`src/rtl/exp6_fluxo_dados.sv`:
```
// Memory-game datapath: round/address counters, play register, sequence ROM, LEDs, press edge detect.
// Status flags are combinational from registers; define EXP6_TIMEOUT_EN to build the play timeout counter.
module exp6_fluxo_dados #(
  parameter int N_RODADAS      = 16,
  parameter int TIMEOUT_CICLOS = 5000
) (
  input  logic       clock,
  input  logic       reset,
  input  logic [3:0] botoes,
  input  logic       zeraCR,
  input  logic       contaCR,
  input  logic       zeraE,
  input  logic       contaE,
  input  logic       limpaRC,
  input  logic       registraRC,
  input  logic       zeraLeds,
  input  logic       registraLeds,
  input  logic       led_selector,
  input  logic       contaT,
  output logic       fim,
  output logic       jogada,
  output logic       jogada_correta,
  output logic       enderecoIgualRodada,
  output logic       timeout,
  output logic [3:0] leds,
  output logic [3:0] db_rodada,
  output logic [3:0] db_contagem,
  output logic [3:0] db_jogada,
  output logic [3:0] db_memoria
);

  localparam logic [3:0] ULTIMA_RODADA = 4'(N_RODADAS - 1);

  logic [3:0] cr;
  logic [3:0] e;
  logic [3:0] rc;
  logic [3:0] led_reg;
  logic [3:0] rom_dado;
  logic       botao_d;
  logic       algum_botao;

  assign algum_botao = |botoes;

  // Clear wins over increment; both counters wrap naturally at 4 bits.
  always_ff @(posedge clock or posedge reset) begin
    if (reset) begin
      cr <= 4'd0;
    end else if (zeraCR) begin
      cr <= 4'd0;
    end else if (contaCR) begin
      cr <= cr + 4'd1;
    end
  end

  always_ff @(posedge clock or posedge reset) begin
    if (reset) begin
      e <= 4'd0;
    end else if (zeraE) begin
      e <= 4'd0;
    end else if (contaE) begin
      e <= e + 4'd1;
    end
  end

  always_ff @(posedge clock or posedge reset) begin
    if (reset) begin
      rc <= 4'd0;
    end else if (limpaRC) begin
      rc <= 4'd0;
    end else if (registraRC) begin
      rc <= botoes;
    end
  end

  always_ff @(posedge clock or posedge reset) begin
    if (reset) begin
      led_reg <= 4'd0;
    end else if (zeraLeds) begin
      led_reg <= 4'd0;
    end else if (registraLeds) begin
      led_reg <= led_selector ? rom_dado : botoes;
    end
  end

  always_ff @(posedge clock or posedge reset) begin
    if (reset) begin
      botao_d <= 1'b0;
    end else begin
      botao_d <= algum_botao;
    end
  end

  // Fixed game sequence, one-hot button per step.
  always_comb begin
    rom_dado = 4'h1;
    case (e)
      4'd0:  rom_dado = 4'h1;
      4'd1:  rom_dado = 4'h2;
      4'd2:  rom_dado = 4'h4;
      4'd3:  rom_dado = 4'h8;
      4'd4:  rom_dado = 4'h4;
      4'd5:  rom_dado = 4'h2;
      4'd6:  rom_dado = 4'h1;
      4'd7:  rom_dado = 4'h1;
      4'd8:  rom_dado = 4'h2;
      4'd9:  rom_dado = 4'h2;
      4'd10: rom_dado = 4'h4;
      4'd11: rom_dado = 4'h4;
      4'd12: rom_dado = 4'h8;
      4'd13: rom_dado = 4'h1;
      4'd14: rom_dado = 4'h2;
      4'd15: rom_dado = 4'h4;
      default: rom_dado = 4'h1;
    endcase
  end

`ifdef EXP6_TIMEOUT_EN
  localparam logic [15:0] T_MAX = 16'(TIMEOUT_CICLOS - 1);
  logic [15:0] t_cnt;

  // Restarts whenever the FSM leaves the wait state; saturates so timeout holds.
  always_ff @(posedge clock or posedge reset) begin
    if (reset) begin
      t_cnt <= 16'd0;
    end else if (!contaT) begin
      t_cnt <= 16'd0;
    end else if (t_cnt != T_MAX) begin
      t_cnt <= t_cnt + 16'd1;
    end
  end

  assign timeout = contaT & (t_cnt == T_MAX);
`else
  logic unused_contat;
  assign unused_contat = contaT;
  assign timeout       = 1'b0;
`endif

  assign fim                 = (cr == ULTIMA_RODADA);
  assign jogada              = algum_botao & ~botao_d;
  assign jogada_correta      = (rc == rom_dado);
  assign enderecoIgualRodada = (e == cr);
  assign leds                = led_reg;
  assign db_rodada           = cr;
  assign db_contagem         = e;
  assign db_jogada           = rc;
  assign db_memoria          = rom_dado;

endmodule

```
`config.mk`:
```
export PLATFORM = sky130hd
export DESIGN_NAME = exp6_fluxo_dados
export DESIGN_NICKNAME = d
export VERILOG_FILES = /design/src/rtl/exp6_fluxo_dados.sv
export SDC_FILE = /design/constraint.sdc
export NUM_CORES = 1
export LEC_CHECK = 0
export ABC_AREA = 1
export CORE_ASPECT_RATIO = 0.7
export CORE_MARGIN = 1
export CORE_UTILIZATION = 35
export DETAILED_ROUTE_END_ITERATION = 10
export HOLD_SLACK_MARGIN = 0.03
export PLACE_DENSITY = 0.62
export SLEW_MARGIN = 20
export SYNTH_ARGS = -nofsm -noshare
export SYNTH_HDL_FRONTEND = slang
export SYNTH_SLANG_ARGS = --single-unit
```
`constraint.sdc`:
```
create_clock -name clock -period 1.5 [get_ports clock]
set_input_delay 0.225 -clock clock [delete_from_list [all_inputs] [get_ports clock]]
set_output_delay 0.225 -clock clock [all_outputs]
set_load 0.1 [all_outputs]
```
==> metrics, run 1 <==
status=finished, violations left; failing checks=setup timing; Setup WS pre-CTS=-0.256 ns; Pleak=1.13 nW; HP Class=primary input to async pin; CP endpoint kind=primary output; Max Slew Vio Count=0; Max clock buf depth=2; Port Buffers=38; Synth Net Count=176; fmax=490 MHz; Top delay family on crit path=flip-flops; Register-to-Register Setup Slack=-0.01 ns; crit path from=db_contagem[1]$_DFFE_PP0P_; final wirelength=3940 um; TritonCTS buffer count=3; register area share after synthesis=between 30% and 40%; flops & latches, synth=17; Tcrit/Tclk final=136%; Final Critical Period=about 2 ns; Fillers=162; CTS root buf=clkbuf_8; Pwr Total=1.95 mW; CTS Sinks=17; Die Height=49.6 um; most common cell after layout, fill and taps aside=buf_4; crit path max-delay cell type=dfrtp_4; Final Wtd Congestion=0.869; Die W=about 70 um; Crit. path cell count=8; share of cells above drive strength 1=~50%; first-pass GRT wire length=6460 um; ANT nets after route=0; largest net degree at the start of global routing=18; Seq. cell area=about 450 um^2; HPWL Detailed=2760 um; Worst path max stage delay=about 0.55 ns; WS Path Type=register to primary output; Post-Syn Area=1130 um^2; num rows=16; H-Tree Depth=1; Critical Path AT=1.81 ns; Mean Syn Cell Area=between 7 and 8 um^2; final hold vios=0; Top-Level Pins=41; worst path required time=1.27 ns; # hold bufs at CTS=0; design area=2460 um^2; Initial Utilization=38.7%; area taken by multi-input logic gates=860 um^2; RSZ-0062 raised after global routing=yes; distinct cell type count after synthesis=26; worst r2r path cells=9; DR DRC count=0; clock-pin slew on the worst setup and hold paths=0.07 ns; die area=3470 um^2; Pwr Density=between 700 and 800 nW/um^2; placed cell areas=2170 um^2; max cap viols=0; cells along the critical path=ha_4 -> ha_4 -> nand2_4 -> nand3_4 -> nand2_4 -> nand3_4 -> nor2_4 -> buf_12; Total GRT Usage=between 20% and 30%; antenna violations before repair=0; Routed wire per std cell=14.9 um; TritonCTS clock tree=built; cell count after synthesis=153; Buf+Inv Stages, Crit Path=1; vias in the first global route=around 1,300; worst ir drop on vdd=~0.62 mV; via/cell ratio=5.00; endpoints failing setup=8; skew final=roughly 0.0016 ns; DRT Pass-1 Iters=4; Area Growth Syn to Fin=117%; clk_lat worst skew=0.26 ns; CORE AREA=2920 um^2; Final WS setup=-0.540 ns; Final Util=84.1%; CP Capture Point=jogada_correta; Startpoint Class=register; DR vias=~1,300; launching point of the worst reg2reg path=db_contagem[1]$_DFFE_PP0P_; global route total overflow=0; worst r2r dst=leds[1]$_DFFE_PP0P_; Max FO, Critical Path=5; Synthesis Warnings=0; Layout Nets=253; most frequent cells in the layout=30 x buf_4, 26 x nand2_1, 25 x buf_12, 18 x inv_1, 13 x clkdlybuf4s50_1; initial drt markers=between 40 and 50; number of diodes=0
==> worst min-delay path, cell delays in order <==
cell and delay, ns:
clkdlybuf4s50_1 0.40, inv_1 0.06, buf_4 0.25
==> final cells by class <==
cell class | count | share of cell area [%]
inverter | 26 | 4.84
clock buffer | 4 | 1.83
multi-input combinational | 107 | 35.0
sequential | 17 | 18.4
tap | 36 | 1.83
timing repair buffer | 75 | 38.1
==> through the flow <==
| step | setup TNS, ns | cells | hold WS, ns |
|---|---|---|---|
| after floorplan | -2.58 | 153 | 0.151 |
| after global placement | -0.592 | 248 | 0.531 |
| after detailed placement | -0.741 | 248 | 0.539 |
| after CTS | -2.35 | 260 | 0.304 |
| after global routing | -3.08 | 265 | 0.329 |
| final | -2.60 | 265 | 0.291 |
==> flip-flops by register name, summed over array words and instances, names as in the netlist <==
name	flops
botao_d	1
db_rodada	4
db_jogada	4
leds	4
db_contagem	4
==> report_power, final <==
part | internal [mW] | switching (mW)
sequential | 0.493 | 0.0498
combinational | 0.413 | 0.631
clock | 0.189 | 0.179
total | 1.09 | 0.860
==> cell usage after synthesis <==
| library cell | number | area [um^2] |
|---|---|---|
| nand3_2 | 3 | 30.0 |
| nand2_2 | 4 | 25.0 |
| nor2_1 | 11 | 41.3 |
| or2_0 | 1 | 6.26 |
| nand3_1 | 11 | 55.1 |
| o21ai_0 | 3 | 15.0 |
| buf_4 | 2 | 15.0 |
| o22ai_1 | 4 | 25.0 |
| nor3_1 | 6 | 30.0 |
| or2_2 | 1 | 6.26 |
| inv_4 | 1 | 6.26 |
| nand4_1 | 3 | 18.8 |
| inv_2 | 1 | 3.75 |
| dfrtp_1 | 17 | 425 |
| nor2b_1 | 1 | 6.26 |
| buf_6 | 1 | 11.3 |
| conb_1 | 1 | 3.75 |
| a21oi_1 | 5 | 25.0 |
| o21bai_1 | 1 | 7.51 |
| inv_1 | 24 | 90.1 |
| a211oi_1 | 2 | 15.0 |
| o21ai_1 | 4 | 20.0 |
| nand2_1 | 36 | 135 |
| xor2_1 | 2 | 17.5 |
| xnor2_1 | 1 | 8.76 |
| ha_1 | 7 | 87.6 |
==> metal layers <==
layer	track usage, %	share of wire, %	routed length (um)	up-vias
li1	-	-	-	646
met1	31.3	45	1770	644
met3	5.11	3.7	146	6
met2	41.0	50	1980	30
met4	6.00	0.94	37	0
met5	0	0	0	-
==> what timing repair did <==
item                       4_1_cts  5_1_grt
setup buffers                    8        5
setup endpoints to repair        9       12
pin swaps                       13       13
cloned                           0        0
resized for setup               19       18
==> how the worst min path moves through the flow <==
stage	endpoint	start	slack (ns)
floorplan	botao_d$_DFF_PP0_	reset	0.15
global placement	leds[2]$_DFFE_PP0P_	leds[2]$_DFFE_PP0P_	0.53
detailed placement	leds[1]$_DFFE_PP0P_	leds[1]$_DFFE_PP0P_	0.54
CTS	db_contagem[3]$_DFFE_PP0P_	reset	0.30
global route	db_contagem[0]$_DFFE_PP0P_	reset	0.33
finish	db_jogada[0]$_DFFE_PP0P_	reset	0.29
==> kinds of logic (layout without fill, tap and decap cells) <==
group           count (synthesis)  in the layout  share of synthesized area, %
buf+inv                        29            105                          11.2
fa+ha+maj                       7              7                          7.74
flops                          17             17                          37.6
xor+xnor                        3              3                          2.32
other cells                     1              1                         0.332
simple gates                   77             77                          31.3
compound gates                 19             19                          9.51
Note: power is estimated with default switching activity, not from simulation.
==> inputs of run 2 (changes only) <==
CAP_MARGIN = 20   (was default)
clock period = 2.5 ns   (was 1.5 ns; I/O delays follow)
==> metrics, run 2 (synthesized netlist as in run 1, its figures left out) <==
status=completed; largest net degree at the start of global routing=18 (unchanged); DR vias=1,107 (-17%); Fillers=275 (+70%); Top-Level Pins=41 (unchanged); Seq. cell area=440 um^2 (-2.8%); RSZ-0062 raised after global routing=no; number of diodes=0 (unchanged); via/cell ratio=4.86 (-3.0%); Area Growth Syn to Fin=47.3%; Worst Tran Pin Value=0.654 ns; Final Wtd Congestion=0.836 (-3.8%); antenna violations before repair=0 (unchanged); vias in the first global route=979 (-26%); post-CTS sizing=0 (-19); cells along the critical path=inv_1 -> ha_1 -> nand3_2 -> nand2_8 -> nand2_1 -> nand2_1 -> nand3_1 -> nor2_4 -> buf_12; H-Tree Depth=1 (unchanged); Pwr Density=583 nW/um^2 (-27%); worst ir drop on vdd=0.341 mV (-45%); first-pass GRT wire length=4520 um (-30%); global route total overflow=0 (unchanged); crit path max-delay cell type=dfrtp_4; placed cell areas=1620 um^2 (-25%); DRT Pass-1 Iters=4 (unchanged); worst path required time=2.12 ns (+0.85 ns); final wirelength=2760 um (-30%); most common cell after layout, fill and taps aside=nand2_1; final hold vios=0 (unchanged); CP endpoint kind=primary output; Final Critical Period=2.32 ns; TritonCTS buffer count=3 (unchanged); HP Class=register to register; Die Height=49.6 um (unchanged); Worst path max stage delay=0.51 ns (-0.04 ns); die area=3470 um^2 (unchanged); Critical Path AT=1.94 ns (+0.13 ns); design area=1670 um^2 (-32%); most used cell, CP=nand2_1; clock-pin slew on the worst setup and hold paths=0.06 ns (about the same); most frequent cells in the layout=36 x nand2_1, 24 x inv_1, 17 x buf_4, 14 x clkdlybuf4s50_1, 11 x nand3_1; endpoints failing setup=0 (-8); Max FO, Critical Path=6 (+1); fmax=431 MHz; Initial Utilization=38.7% (unchanged); Pwr Total=0.972 mW (-50%); Max-slew headroom=56.3%; Inst Count DP=224 (-9.7%); ANT nets after route=0 (unchanged); share of cells above drive strength 1=25.0% (-25 points); area taken by multi-input logic gates=628 um^2 (-27%); Max Slew Vio Count=0 (unchanged); HPWL Detailed=2280 um (-17%); Total GRT Usage=16.9% (-7.1 points); clk_lat worst skew=0.25 ns (about the same); DR DRC count=0 (unchanged); Top delay family on crit path=simple AND/OR/NAND/NOR gates; Die W=69.9 um (unchanged); Buf+Inv Stages, Crit Path=2 (+1); Routed wire per std cell=12.1 um (-18%); non-filler instance count after layout=228 (-14%); Pleak=0.818 nW (-27%); CORE AREA=2920 um^2 (unchanged); initial drt markers=48 (-2.0%); Final Util=57.0% (-27 points); Port Buffers=38 (unchanged); WS Path Type=register to primary output; CTS Sinks=17 (unchanged); skew final=0.00150 ns (-0.0000517 ns); max cap viols=0 (unchanged); setup TNS=0 ns (+2.60 ns); Max clock buf depth=2 (unchanged); Layout Nets=216 (-15%); Post-CTS Setup Inserts=0 (-8); CTS root buf=clkbuf_8; Tcrit/Tclk final=slightly above 90%; num rows=16 (unchanged); TritonCTS clock tree=built; # hold bufs at CTS=0 (unchanged); Startpoint Class=register
[run 2: cell count changes in the layout (fill, tap and decap cells not counted), sizes merged]
cell | previous run | this run
inv | 25 | 26
clkdlybuf4s50 | 13 | 14
clkinvlp | 1 | 0
dlymetal6s2s | 1 | 0
buf | 61 | 24
[run 2: worst paths after layout]
| kind | from | depth (start not counted) | to | slack (ns) |
|---|---|---|---|---|
| max reg2reg | db_contagem[0]$_DFFE_PP0P_ | 8 | leds[0]$_DFFE_PP0P_ | 0.97 |
| max | db_contagem[0]$_DFFE_PP0P_ | 9 | jogada_correta | 0.18 |
| min in group asynchronous | reset | 2 | leds[3]$_DFFE_PP0P_ | 0.51 |
| min | leds[3]$_DFFE_PP0P_ | 2 | leds[3]$_DFFE_PP0P_ | 0.49 |
| max in group asynchronous | reset | 2 | db_contagem[1]$_DFFE_PP0P_ | 1.51 |
| min reg2reg | leds[3]$_DFFE_PP0P_ | 2 | leds[3]$_DFFE_PP0P_ | 0.49 |
[run 2: area by class of cell]
class                           count  area share (%)
Multi-Input combinational cell    107            37.7
Sequential cell                    17            26.4
Timing Repair Buffer               38            24.5
Inverter                           26            6.01
Clock buffer                        4            2.70
Tap cell                           36            2.70
[run 2: worst min-delay path: cells and delay by family, from the launching register on]
family / cells / cell delay, ns
and+or+nand+nor: 2 / 0.11
DFF: 1 / 0.34
[run 2: per-layer routing]
layer | wire length, um | global-route usage [%] | vias to the layer above
li1 | - | - | 568
met1 | 1420 | 24.7 | 514
met2 | 1200 | 24.4 | 21
met3 | 112 | 5.11 | 4
met4 | 23 | 4.00 | 0
met5 | 0 | 0 | -
[run 2: report_power, final]
part / total [mW] / leakage [nW] / internal (mW) / switching [mW]
sequential: 0.317 / 0.210 / 0.294 / 0.0236
combinational: 0.455 / 0.585 / 0.134 / 0.322
clock: 0.199 / 0.0228 / 0.113 / 0.0864
[run 2: metrics by stage]
stage | hold slack, ns | setup slack (ns)
2_1_floorplan | 0.301 | 0.0199
3_5_place_dp | 0.474 | 0.473
6_report | 0.487 | 0.181
5_1_grt | 0.524 | 0.0859
4_1_cts | 0.491 | 0.172
3_3_place_gp | 0.467 | 0.491
